[config.mk]
export PLATFORM = sky130hd
export DESIGN_NAME = gray_conv_arbiter
export DESIGN_NICKNAME = d
export VERILOG_FILES = /design/src/rtl/gray_arb_pkg.sv /design/src/rtl/bin2gray_n.sv /design/src/rtl/gray_conv_arbiter.sv
export SDC_FILE = /design/constraint.sdc
export NUM_CORES = 1
export LEC_CHECK = 0
export ABC_AREA = 1
export CAP_MARGIN = 20
export CORE_MARGIN = 2
export CORE_UTILIZATION = 54
export DETAILED_ROUTE_END_ITERATION = 8
export DONT_BUFFER_PORTS = 1
export PLACE_DENSITY_LB_ADDON = 0.1
export SETUP_SLACK_MARGIN = 0.5
export SLEW_MARGIN = 20
export SYNTH_ARGS = -nofsm -noshare
export SYNTH_HDL_FRONTEND = slang
export SYNTH_SLANG_ARGS = --single-unit
[constraint.sdc]
create_clock -name clk -period 1.09 [get_ports clk]
set_clock_uncertainty 0.05 [all_clocks]
set_input_delay 0.1635 -clock clk [delete_from_list [all_inputs] [get_ports clk]]
set_output_delay 0.1635 -clock clk [all_outputs]
set_load 0.02 [all_outputs]
[src/rtl/gray_arb_pkg.sv]
// rtl/gray_arb_pkg.sv - shared FSM encoding and default width for the Gray converter arbiter
package gray_arb_pkg;

  localparam int GRAY_ARB_WIDTH = 4;

  typedef enum logic {
    IDLE = 1'b0,
    HOLD = 1'b1
  } arb_state_t;

endpackage

[src/rtl/bin2gray_n.sv]
// rtl/bin2gray_n.sv - combinational binary-to-Gray converter, WIDTH bits
module bin2gray_n #(
  parameter int WIDTH = 4
) (
  input  logic [WIDTH-1:0] b,
  output logic [WIDTH-1:0] g
);

  // MSB passes through; every lower bit is the XOR of itself and its upper neighbour
  assign g = b ^ {1'b0, b[WIDTH-1:1]};

endmodule

[src/rtl/gray_conv_arbiter.sv]
// rtl/gray_conv_arbiter.sv - two-requester round-robin front end sharing one Gray converter (optional parity via GRAY_ARB_PARITY_EN)
module gray_conv_arbiter
  import gray_arb_pkg::*;
#(
  parameter int WIDTH = GRAY_ARB_WIDTH
) (
  input  logic             clk,
  input  logic             rst_n,
  input  logic             in0_valid,
  input  logic [WIDTH-1:0] in0_b,
  output logic             in0_ready,
  input  logic             in1_valid,
  input  logic [WIDTH-1:0] in1_b,
  output logic             in1_ready,
  output logic             out_valid,
  input  logic             out_ready,
  output logic [WIDTH-1:0] out_g,
  output logic             out_id,
  output logic [7:0]       conv_cnt
`ifdef GRAY_ARB_PARITY_EN
  ,
  output logic             out_par
`endif
);

  arb_state_t       state;
  logic             rr_ptr;
  logic             grant_vld;
  logic             grant_id;
  logic [WIDTH-1:0] sel_b;
  logic [WIDTH-1:0] gray_val;

  // Grant decision: a lone requester wins outright, a tie goes to rr_ptr
  always_comb begin
    grant_vld = in0_valid | in1_valid;
    grant_id  = 1'b0;
    if (in0_valid && in1_valid) begin
      grant_id = rr_ptr;
    end else if (in1_valid) begin
      grant_id = 1'b1;
    end
    sel_b = grant_id ? in1_b : in0_b;
  end

  // Readies only while out of reset and idle, and only toward the granted requester
  always_comb begin
    in0_ready = 1'b0;
    in1_ready = 1'b0;
    if (rst_n && (state == IDLE) && grant_vld) begin
      in0_ready = ~grant_id;
      in1_ready = grant_id;
    end
  end

  bin2gray_n #(
    .WIDTH(WIDTH)
  ) u_bin2gray (
    .b(sel_b),
    .g(gray_val)
  );

  // Accept in IDLE, present in HOLD; a handshake cycle never also accepts
  always_ff @(posedge clk or negedge rst_n) begin
    if (!rst_n) begin
      state     <= IDLE;
      rr_ptr    <= 1'b0;
      out_valid <= 1'b0;
      out_g     <= '0;
      out_id    <= 1'b0;
      conv_cnt  <= 8'd0;
`ifdef GRAY_ARB_PARITY_EN
      out_par   <= 1'b0;
`endif
    end else begin
      case (state)
        IDLE: begin
          if (grant_vld) begin
            out_g     <= gray_val;
            out_id    <= grant_id;
            out_valid <= 1'b1;
            rr_ptr    <= ~grant_id;
`ifdef GRAY_ARB_PARITY_EN
            out_par   <= ^gray_val;
`endif
            state     <= HOLD;
          end
        end
        HOLD: begin
          if (out_ready) begin
            out_valid <= 1'b0;
            conv_cnt  <= conv_cnt + 8'd1;
            state     <= IDLE;
          end
        end
        default: state <= IDLE;
      endcase
    end
  end

endmodule
==> results.ini, run 1 <==
[cts]
clk_pin_slew_ns=0.11
clock_latency_ns=0.31
cts_root_buf=clkbuf_4
clock-sinks=16
cts_tree=yes
cts-htree-levels=1
cts.path.max_buffers=2
numCtsBuffers=3

[timing]
rsz0062_at_grt=yes
min_period_ns=1.44
worst_slack_ns=-0.346
hold_ws_ns=-0.121
worst_pin_slew_ns=0.760
final_max_slew_viol_count=0
finalCritPeriodShare_pct=132
slew-limit-headroom_pct=49.1
clock.fmax_ghz=0.696
hold_viol_final=1
setup_viol=23

[grt]
grt_pass1_wl_um=3950
grt_max_degree=18
grt_overflow=0
grt.total_usage_pct=27.6
antenna_found_initial=0
grt_pass1_vias=907

[logic_synthesis]
syn-cell-area_sq_um=910
synthCells=116
ys_ff_latch=16
yosysWarnings=0
syn_area_per_cell_sq_um=7.84
synth_cell_type_count=23
synth_nets=130
ys_seq_area_share_pct=44.0

[placed_design]
place_congestion=0.762
port_buffers=0
place_ws_ns=-0.0361
post-dp-hpwl_um=1400

[setup_path]
critPathLaunch=rr_ptr$_DFFE_PN0P_
path_max_fanout=8
cp-start-kind=flip-flop
worstPathRequired_ns=1.28
cp_slowest_cell=dfrtp_1
reg2reg_depth=8
crit_chain=inv_2 > nand2_4 > buf_6 > buf_8 > nand3b_1 > nand2_2 > buf_6 > o21ai_2
worstReg2RegStart=rr_ptr$_DFFE_PN0P_
crit_arrival_ns=1.63
r2r_end=out_g[3]$_DFFE_PN0P_
cp-end-kind=flip-flop
path_depth=8
path_delay_family=buffers and inverters
r2r_setup_slack_ns=-0.35
crit_path_frequent_cell=buf_6
cp.buffers_inverters=4
cp-endpoint=out_g[3]$_DFFE_PN0P_
slowest_delay_ns=0.41
critPathKind=flip-flop to flip-flop

[routing]
first_iter_violations=73
num_vias=1054
ant_nets=0
routed_wl_um=3740
via_per_inst=6.35
avgRoutedWirePerCell_um=22.5
firstDrtPassIters=4
drc_errors=0

[floorplanning]
io_pins=29
dieArea_sq_um=2030
initial_core_util_pct=59.0
core-area_sq_um=1540
fp-row-count=14
die_h_um=45.0
die_width_um=45.0

[pwr]
power.total_w=0.00355
p_leak_nw=0.726
ir_drop_v=0.00236
p_per_area_nw_per_um2=2400

[final_layout]
final_common_cell=nand2_1
fillers=36
area_growth_pct=62.7
nNetsFinal=165
drive_above_1_share_pct=62.7
diodes=0
layout_common_cells=nand2_1, buf_6, nand2_2

[status]
violations=hold timing, setup timing
status=finished, violations left

[worst_hold_path]
hold_class=input port to flip-flop

[run]
maxCapViolations=0

area by class of cell:
type / instances / area (sq um) / area share (%)
clock buffer: 4 / 36.3 / 2.45
sequential: 16 / 418 / 28.2
multi-input combinational: 82 / 609 / 41.2
inverter: 17 / 71.3 / 4.82
timing repair buffer: 31 / 325 / 22.0
tap: 16 / 20.0 / 1.35
Yosys cell counts:
library cell	count	area share, %
dfrtp_1	16	44
nand2_4	1	1.2
o21ai_1	1	0.55
xor2_1	3	2.9
nor2_1	4	1.7
o21ai_4	1	1.8
nand2_8	1	2.2
ha_1	1	1.4
nand3_1	11	6.1
buf_6	1	1.2
nor3_2	1	1.1
nor2_2	1	0.69
nand3b_1	2	1.7
inv_1	15	6.2
nand2_2	4	2.8
inv_4	1	0.69
o21a_1	1	0.83
nand4_1	2	1.4
nor3_1	1	0.55
nand2_1	43	18
inv_2	1	0.41
o21ai_0	2	1.1
xnor2_1	2	1.9
through the flow:
stage | instance area (sq um) | setup TNS (ns) | utilization, % | instances | hold WS (ns)
final | 1480 | -3.19 | 96.0 | 166 | -0.121
after global routing | 1480 | -3.78 | 96.0 | 166 | -0.125
after CTS | 1270 | -1.13 | 82.6 | 158 | -0.500
after detailed placement | 1090 | -0.130 | 70.8 | 147 | -0.182
after global placement | 1090 | -0.0143 | 70.8 | 147 | -0.182
after floorplan | 971 | -0.0447 | - | 116 | -0.182
cell families after synthesis:
logic type / after synthesis / share of synthesized area (%)
xor gates and xnor gates: 5 / 4.82
adders and majority gates: 1 / 1.38
buffers and inverters: 18 / 8.53
AOI/OAI and AO/OA: 5 / 4.26
DFF: 16 / 44.0
and+or+nand+nor: 71 / 37.0
worst min path at each step:
stage               startpoint                 endpoint  slack [ns]  cells past startpoint
floorplan                rst_n  conv_cnt[0]$_DFFE_PN0P_       -0.18                      0
detailed placement       rst_n  conv_cnt[1]$_DFFE_PN0P_       -0.18                      0
CTS                      rst_n  conv_cnt[5]$_DFFE_PN0P_       -0.50                      0
global route         out_ready          state$_DFF_PN0_       -0.12                      1
global placement         rst_n  conv_cnt[1]$_DFFE_PN0P_       -0.18                      0
finish               out_ready          state$_DFF_PN0_       -0.12                      1
layer usage:
layer | global-route usage (%) | wire (um) | vias to the layer above
li1 | - | - | 428
met1 | 31.3 | 1320 | 500
met2 | 46.9 | 1840 | 93
met3 | 9.20 | 344 | 33
met4 | 12.4 | 238 | 0
met5 | 0 | 0 | -
power by group:
group	switching (W)	internal [W]
clock	0.000231	0.000204
sequential	0.000364	0.000859
combinational	0.00101	0.000878
state kept, by name, summed over array words and instances, names as in the netlist:
register	count
out_id	1
out_valid	1
out_g	4
rr_ptr	1
state	1
conv_cnt	8
worst register-to-register path, delay by kind of cell (launching register included):
family	cells	cell delay [ns]
flops	1	0.41
buf+inv	4	0.49
simple gates	3	0.32
compound gates	1	0.10
timing repair:
action	CTS	global route
gates resized for setup	24	38
pin swaps	11	14
setup endpoints to repair	32	32
buffers inserted	7	7
endpoints found under the hold margin	17	17
Power figures use the tool's default switching activity.
==> inputs of run 2 (changes only) <==
--- a/config.mk
+++ b/config.mk
@@ -5,14 +5,15 @@
 export SDC_FILE = /design/constraint.sdc
 export NUM_CORES = 1
 export LEC_CHECK = 0
-export ABC_AREA = 1
+export ABC_AREA = 0
 export CAP_MARGIN = 20
 export CORE_MARGIN = 2
-export CORE_UTILIZATION = 54
+export CORE_UTILIZATION = 53
 export DETAILED_ROUTE_END_ITERATION = 8
 export DONT_BUFFER_PORTS = 1
 export PLACE_DENSITY_LB_ADDON = 0.1
 export SETUP_SLACK_MARGIN = 0.5
+export SKIP_CTS_REPAIR_TIMING = 1
 export SLEW_MARGIN = 20
 export SYNTH_ARGS = -nofsm -noshare
 export SYNTH_HDL_FRONTEND = slang
==> run 2 against run 1 <==
Combinational power shrank 52%. Largest power group is now registers. Hold slack gained 0.046 ns. Register-to-register slack gained 0.29 ns. The flow still finishes with violations (hold timing, setup timing).
==> results.ini, run 2 <==
[final_layout]
final_common_cell=dfrtp_2
nNetsFinal=105
area_growth_pct=34.4
final_util_pct=78.8
largest_reg_flops=8
final_cells=105
layout_common_cells=dfrtp_2, xor2_1, buf_4, buf_6
diodes=0
largest_register=conv_cnt
drive_above_1_share_pct=48.9
fin_area_sq_um=1050
largestRegisters=conv_cnt (8), out_g (4)
fillers=82

[timing]
slew-limit-headroom_pct=53.2
min_period_ns=1.41
hold_viol_final=4
worst_slack_ns=-0.317
rsz0062_at_grt=yes
worst_pin_slew_ns=0.699
hold_ws_ns=-0.0749
setup_viol=12
clock.fmax_ghz=0.711
final_max_slew_viol_count=0
finalCritPeriodShare_pct=129

[setup_path]
critPathKind=flip-flop to output pin
cp-end-kind=output pin
critPathLaunch=state$_DFF_PN0_
reg2reg_depth=3
crit_arrival_ns=1.19
cp-start-kind=flip-flop
path_max_fanout=4
worstReg2RegStart=state$_DFF_PN0_
worstPathRequired_ns=0.88

[floorplanning]
initial_core_util_pct=58.6
fp-row-count=13
dieArea_sq_um=1800
die_h_um=42.4
core-area_sq_um=1330
die_width_um=42.4
io_pins=29

[grt]
antenna_found_initial=0
grt_pass1_vias=560
grt.total_usage_pct=17.7
grt_pass1_wl_um=2410
grt_overflow=0
grt_max_degree=18

[cts]
clk_pin_slew_ns=0.09
clock-sinks=16
cts.path.max_buffers=2
clock_latency_ns=0.28
numCtsBuffers=3
cts_tree=yes
cts_root_buf=clkbuf_4
cts-htree-levels=1

[worst_hold_path]
worstHoldStart=in1_valid
hold_depth=1
hold_class=input port to flip-flop

[logic_synthesis]
syn_area_per_cell_sq_um=10.4
synthAdderAreaFrac_pct=1.60
synth_top_area_share_pct=51.2
synth_nets=89
synth_top_family_by_area=simple AND/OR/NAND/NOR gates
yosys-top-cells-area=dfrtp_1, xor2_1, xnor2_1
synth_top_area_cell=dfrtp_1
synth_edf_count=0
async_flop_share_pct=100
yosysWarnings=0
ys_ff_latch=16
synth.most_common_cell=dfrtp_1
syn-cell-area_sq_um=782
ys.flop_type=dfrtp_1
synth_cell_type_count=23
synthSimpleGateAreaFrac_pct=17.3
synthCells=75
synth.mux.area_fraction_pct=1.44
synth_common_cells=dfrtp_1, nand2_1, xor2_1
synth_compound_area_share_pct=11.0
synth-xor-area-share_pct=14.6
ys_seq_area_share_pct=51.2

[pwr]
p_clk_share_pct=16.8
seq_power_share_pct=43.6
p_switching_w=0.000831
internal_power_w=0.00145
p_leak_nw=0.445
p_per_area_nw_per_um2=2170
power_frac_comb_pct=39.7
ir_drop_v=0.00172
sw_frac_of_total_pct=36.4

[routing]
ant_nets=0
first_iter_violations=12
via_per_inst=5.65
num_vias=593
routed_wl_um=1590
drc_errors=0
firstDrtPassIters=4
avgRoutedWirePerCell_um=15.2

[status]
violations=hold timing, setup timing
status=finished, violations left

[placed_design]
place_congestion=0.763
numPlacedInstances=99
placed_area_sq_um=953
port_buffers=0
place_ws_ns=-0.0519
post-dp-hpwl_um=1120

[run]
maxCapViolations=0

==> run 2: changes by cell type in the layout (fill, tap and decap cells not counted), moves of 4 or more <==
cell,before,now
nand2_2,16,1
nand3_2,7,0
buf_6,22,6
inv_1,11,1
nand2_1,27,5
xor2_1,3,7
==> run 2: cell type report <==
class | instances | area (sq um) | share of cell area, %
Clock buffer | 4 | 36.3 | 3.45
Timing Repair Buffer | 13 | 123 | 11.7
Multi-Input combinational cell | 56 | 452 | 43.0
Tap cell | 15 | 18.8 | 1.79
Sequential cell | 16 | 418 | 39.8
Inverter | 1 | 3.75 | 0.357
==> run 2: cells by family after synthesis <==
kind of cell    after synthesis
simple gates                 28
buf+inv                       3
compound gates               13
mux                           1
xor+xnor                     13
flops                        16
fa+ha+maj                     1
==> run 2: per-stage QoR <==
| stage | TNS [ns] | total power (W) |
|---|---|---|
| 6_report | -0.830 | 0.00228 |
| 4_1_cts | -0.895 | 0.00216 |
| 3_5_place_dp | -0.0870 | 0.00176 |
| 2_1_floorplan | -0.0260 | 0.00152 |
| 3_3_place_gp | -0.0358 | 0.00176 |
| 5_1_grt | -1.90 | 0.00242 |
==> run 2: power by group through the flow <==
| stage | clock network [W] | registers [W] | logic (W) |
|---|---|---|---|
| 6_report | 0.000384 | 0.000995 | 0.000906 |
| 5_1_grt | 0.000424 | 0.00102 | 0.000978 |
| 4_1_cts | 0.000395 | 0.000977 | 0.000789 |
| 3_5_place_dp | 0 | 0.000988 | 0.000776 |
| 3_3_place_gp | 0 | 0.000983 | 0.000772 |
| 2_1_floorplan | 0 | 0.00114 | 0.000374 |
==> run 2: path summary, 6_finish.rpt <==
check	to	slack [ns]
setup / recovery	in0_ready	-0.32
hold / removal	rr_ptr$_DFFE_PN0P_	-0.07
setup reg to reg	conv_cnt[1]$_DFFE_PN0P_	-0.06
hold reg to reg	conv_cnt[7]$_DFFE_PN0P_	0.50
max in group asynchronous	out_valid$_DFFE_PN0P_	0.19
min in group asynchronous	state$_DFF_PN0_	0.32
==> run 2: routing by layer <==
| layer | global-route usage, % | wire, um |
|---|---|---|
| met1 | 22.7 | 743 |
| met2 | 27.4 | 745 |
| met3 | 6.90 | 98 |
| met4 | 5.63 | 5 |
| met5 | 0 | 0 |
==> run 2: worst max-delay path, stage by stage (launching register included) <==
cell	delay [ns]
dfrtp_1	0.41
o21ba_4	0.25
nand2_4	0.06
a21oi_4	0.19
==> inputs of run 3 (changes only) <==
--- a/config.mk
+++ b/config.mk
@@ -12,6 +12,7 @@
 export DETAILED_ROUTE_END_ITERATION = 8
 export DONT_BUFFER_PORTS = 1
 export PLACE_DENSITY_LB_ADDON = 0.1
+export REMOVE_ABC_BUFFERS = 1
 export SETUP_SLACK_MARGIN = 0.5
 export SKIP_CTS_REPAIR_TIMING = 1
 export SLEW_MARGIN = 20
==> run 3 against run 2 <==
The flow still finishes with violations (hold timing, setup timing). Fmax is 2.7% lower. Die area stayed put. Setup slack worse by 0.040 ns. Combinational power is 9.8% lower. Critical path depth is 1 higher. First-iteration DRC count is 58% lower. Critical endpoint unchanged. Highest routed layer is now met3.
==> results.ini, run 3 (same netlist as run 2, synthesis figures left out) <==
[routing]
via_per_inst=5.67
num_vias=595
firstDrtPassIters=2
ant_nets=0
routed_wl_um=1530
drc_errors=0
first_iter_violations=5
avgRoutedWirePerCell_um=14.6

[final_layout]
largest_register=conv_cnt
largestRegisters=conv_cnt (8), out_g (4)
fin_area_sq_um=997
fillers=99
drive_above_1_share_pct=38.9
multiInputGateArea_sq_um=405
area_growth_pct=27.5
nNetsFinal=105
regArea_sq_um=409
final_common_cell=dfrtp_1
largest_reg_flops=8
layout_common_cells=dfrtp_1, nand2_1, xor2_1, dfrtp_2, buf_6
final_cells=105
diodes=0

[setup_path]
path_delay_family=flip-flops
reg2reg_depth=2
crit_arrival_ns=1.23
cp-start-kind=flip-flop
path_max_fanout=4
r2r_setup_slack_ns=-0.04
critPathKind=flip-flop to output pin
crit_chain=o21ba_4 > nand2_4 > a21oi_2 > buf_4
cp-end-kind=output pin
cp_slowest_cell=dfrtp_1
slowest_delay_ns=0.41
worstReg2RegStart=conv_cnt[1]$_DFFE_PN0P_
cp.buffers_inverters=1
r2r_end=conv_cnt[1]$_DFFE_PN0P_
worstPathRequired_ns=0.88

[timing]
tns_ns=-0.760
rsz0062_at_grt=yes
min_period_ns=1.45
worst_pin_slew_ns=0.303
slew-limit-headroom_pct=79.8
setup_viol=5
hold_ws_ns=-0.487
worst_slack_ns=-0.357
finalCritPeriodShare_pct=133
hold_viol_final=19
clock.fmax_ghz=0.691
final_max_slew_viol_count=0

[worst_hold_path]
hold_class=input port to async pin

[status]
status=finished, violations left
violations=hold timing, setup timing

[cts]
cts.path.max_buffers=2
clock_latency_ns=0.28
cts_root_buf=clkbuf_4
numCtsBuffers=3
clock-sinks=16
cts-htree-levels=1
cts_tree=yes
clk_pin_slew_ns=0.10

[floorplanning]
die_h_um=42.4
initial_core_util_pct=58.6
fp-row-count=13
core-area_sq_um=1330
dieArea_sq_um=1800
io_pins=29
die_width_um=42.4

[grt]
grt_pass1_vias=540
antenna_found_initial=0
grt_max_degree=18
grt.total_usage_pct=16.8
grt_overflow=0
grt_pass1_wl_um=2300

[placed_design]
numPlacedInstances=100
placed_area_sq_um=872
port_buffers=0
place_congestion=0.728
post-dp-hpwl_um=1100

[pwr]
p_leak_nw=0.447
ir_drop_v=0.00165
p_per_area_nw_per_um2=2170

[run]
maxCapViolations=0

run 3: cell count changes in the layout (fill, tap and decap cells not counted), sizes merged:
cell / before / now
buf: 12 / 13
dlygate4sd3: 1 / 0
run 3: per-layer routing:
metal	wire length [um]	vias to the layer above	global-route usage (%)
met2	695	20	24.0
met1	714	281	22.0
li1	-	294	-
met5	0	-	0
met3	118	0	9.48
met4	0	0	3.75
run 3: how the worst max path moves through the flow:
stage,to,slack (ns),startpoint,depth (start not counted)
after floorplan,in0_ready,-0.18,state$_DFF_PN0_,3
after global placement,in0_ready,-0.08,state$_DFF_PN0_,4
after detailed placement,in0_ready,-0.09,state$_DFF_PN0_,4
after CTS,in0_ready,-0.41,state$_DFF_PN0_,4
after global routing,in0_ready,-0.41,state$_DFF_PN0_,4
final,in0_ready,-0.36,state$_DFF_PN0_,4
run 3: area by class of cell:
type	instances	share of cell area, %
timing repair buffer	13	12.4
inverter	1	0.376
multi-input combinational	56	40.7
sequential	16	41.0
tap	15	1.88
clock buffer	4	3.64
run 3: power breakdown:
group | internal (W) | switching [W]
clock | 0.000203 | 0.000186
combinational | 0.000412 | 0.000405
sequential | 0.000770 | 0.000189
total | 0.00139 | 0.000780
run 3: stage by stage:
step	total power (W)	utilization (%)	setup WS, ns
after global routing	0.00228	74.8	-0.411
final	0.00217	74.8	-0.357
after floorplan	0.00137	-	-0.182
after CTS	0.00202	68.1	-0.413
after global placement	0.00161	65.4	-0.0766
after detailed placement	0.00163	65.4	-0.0898
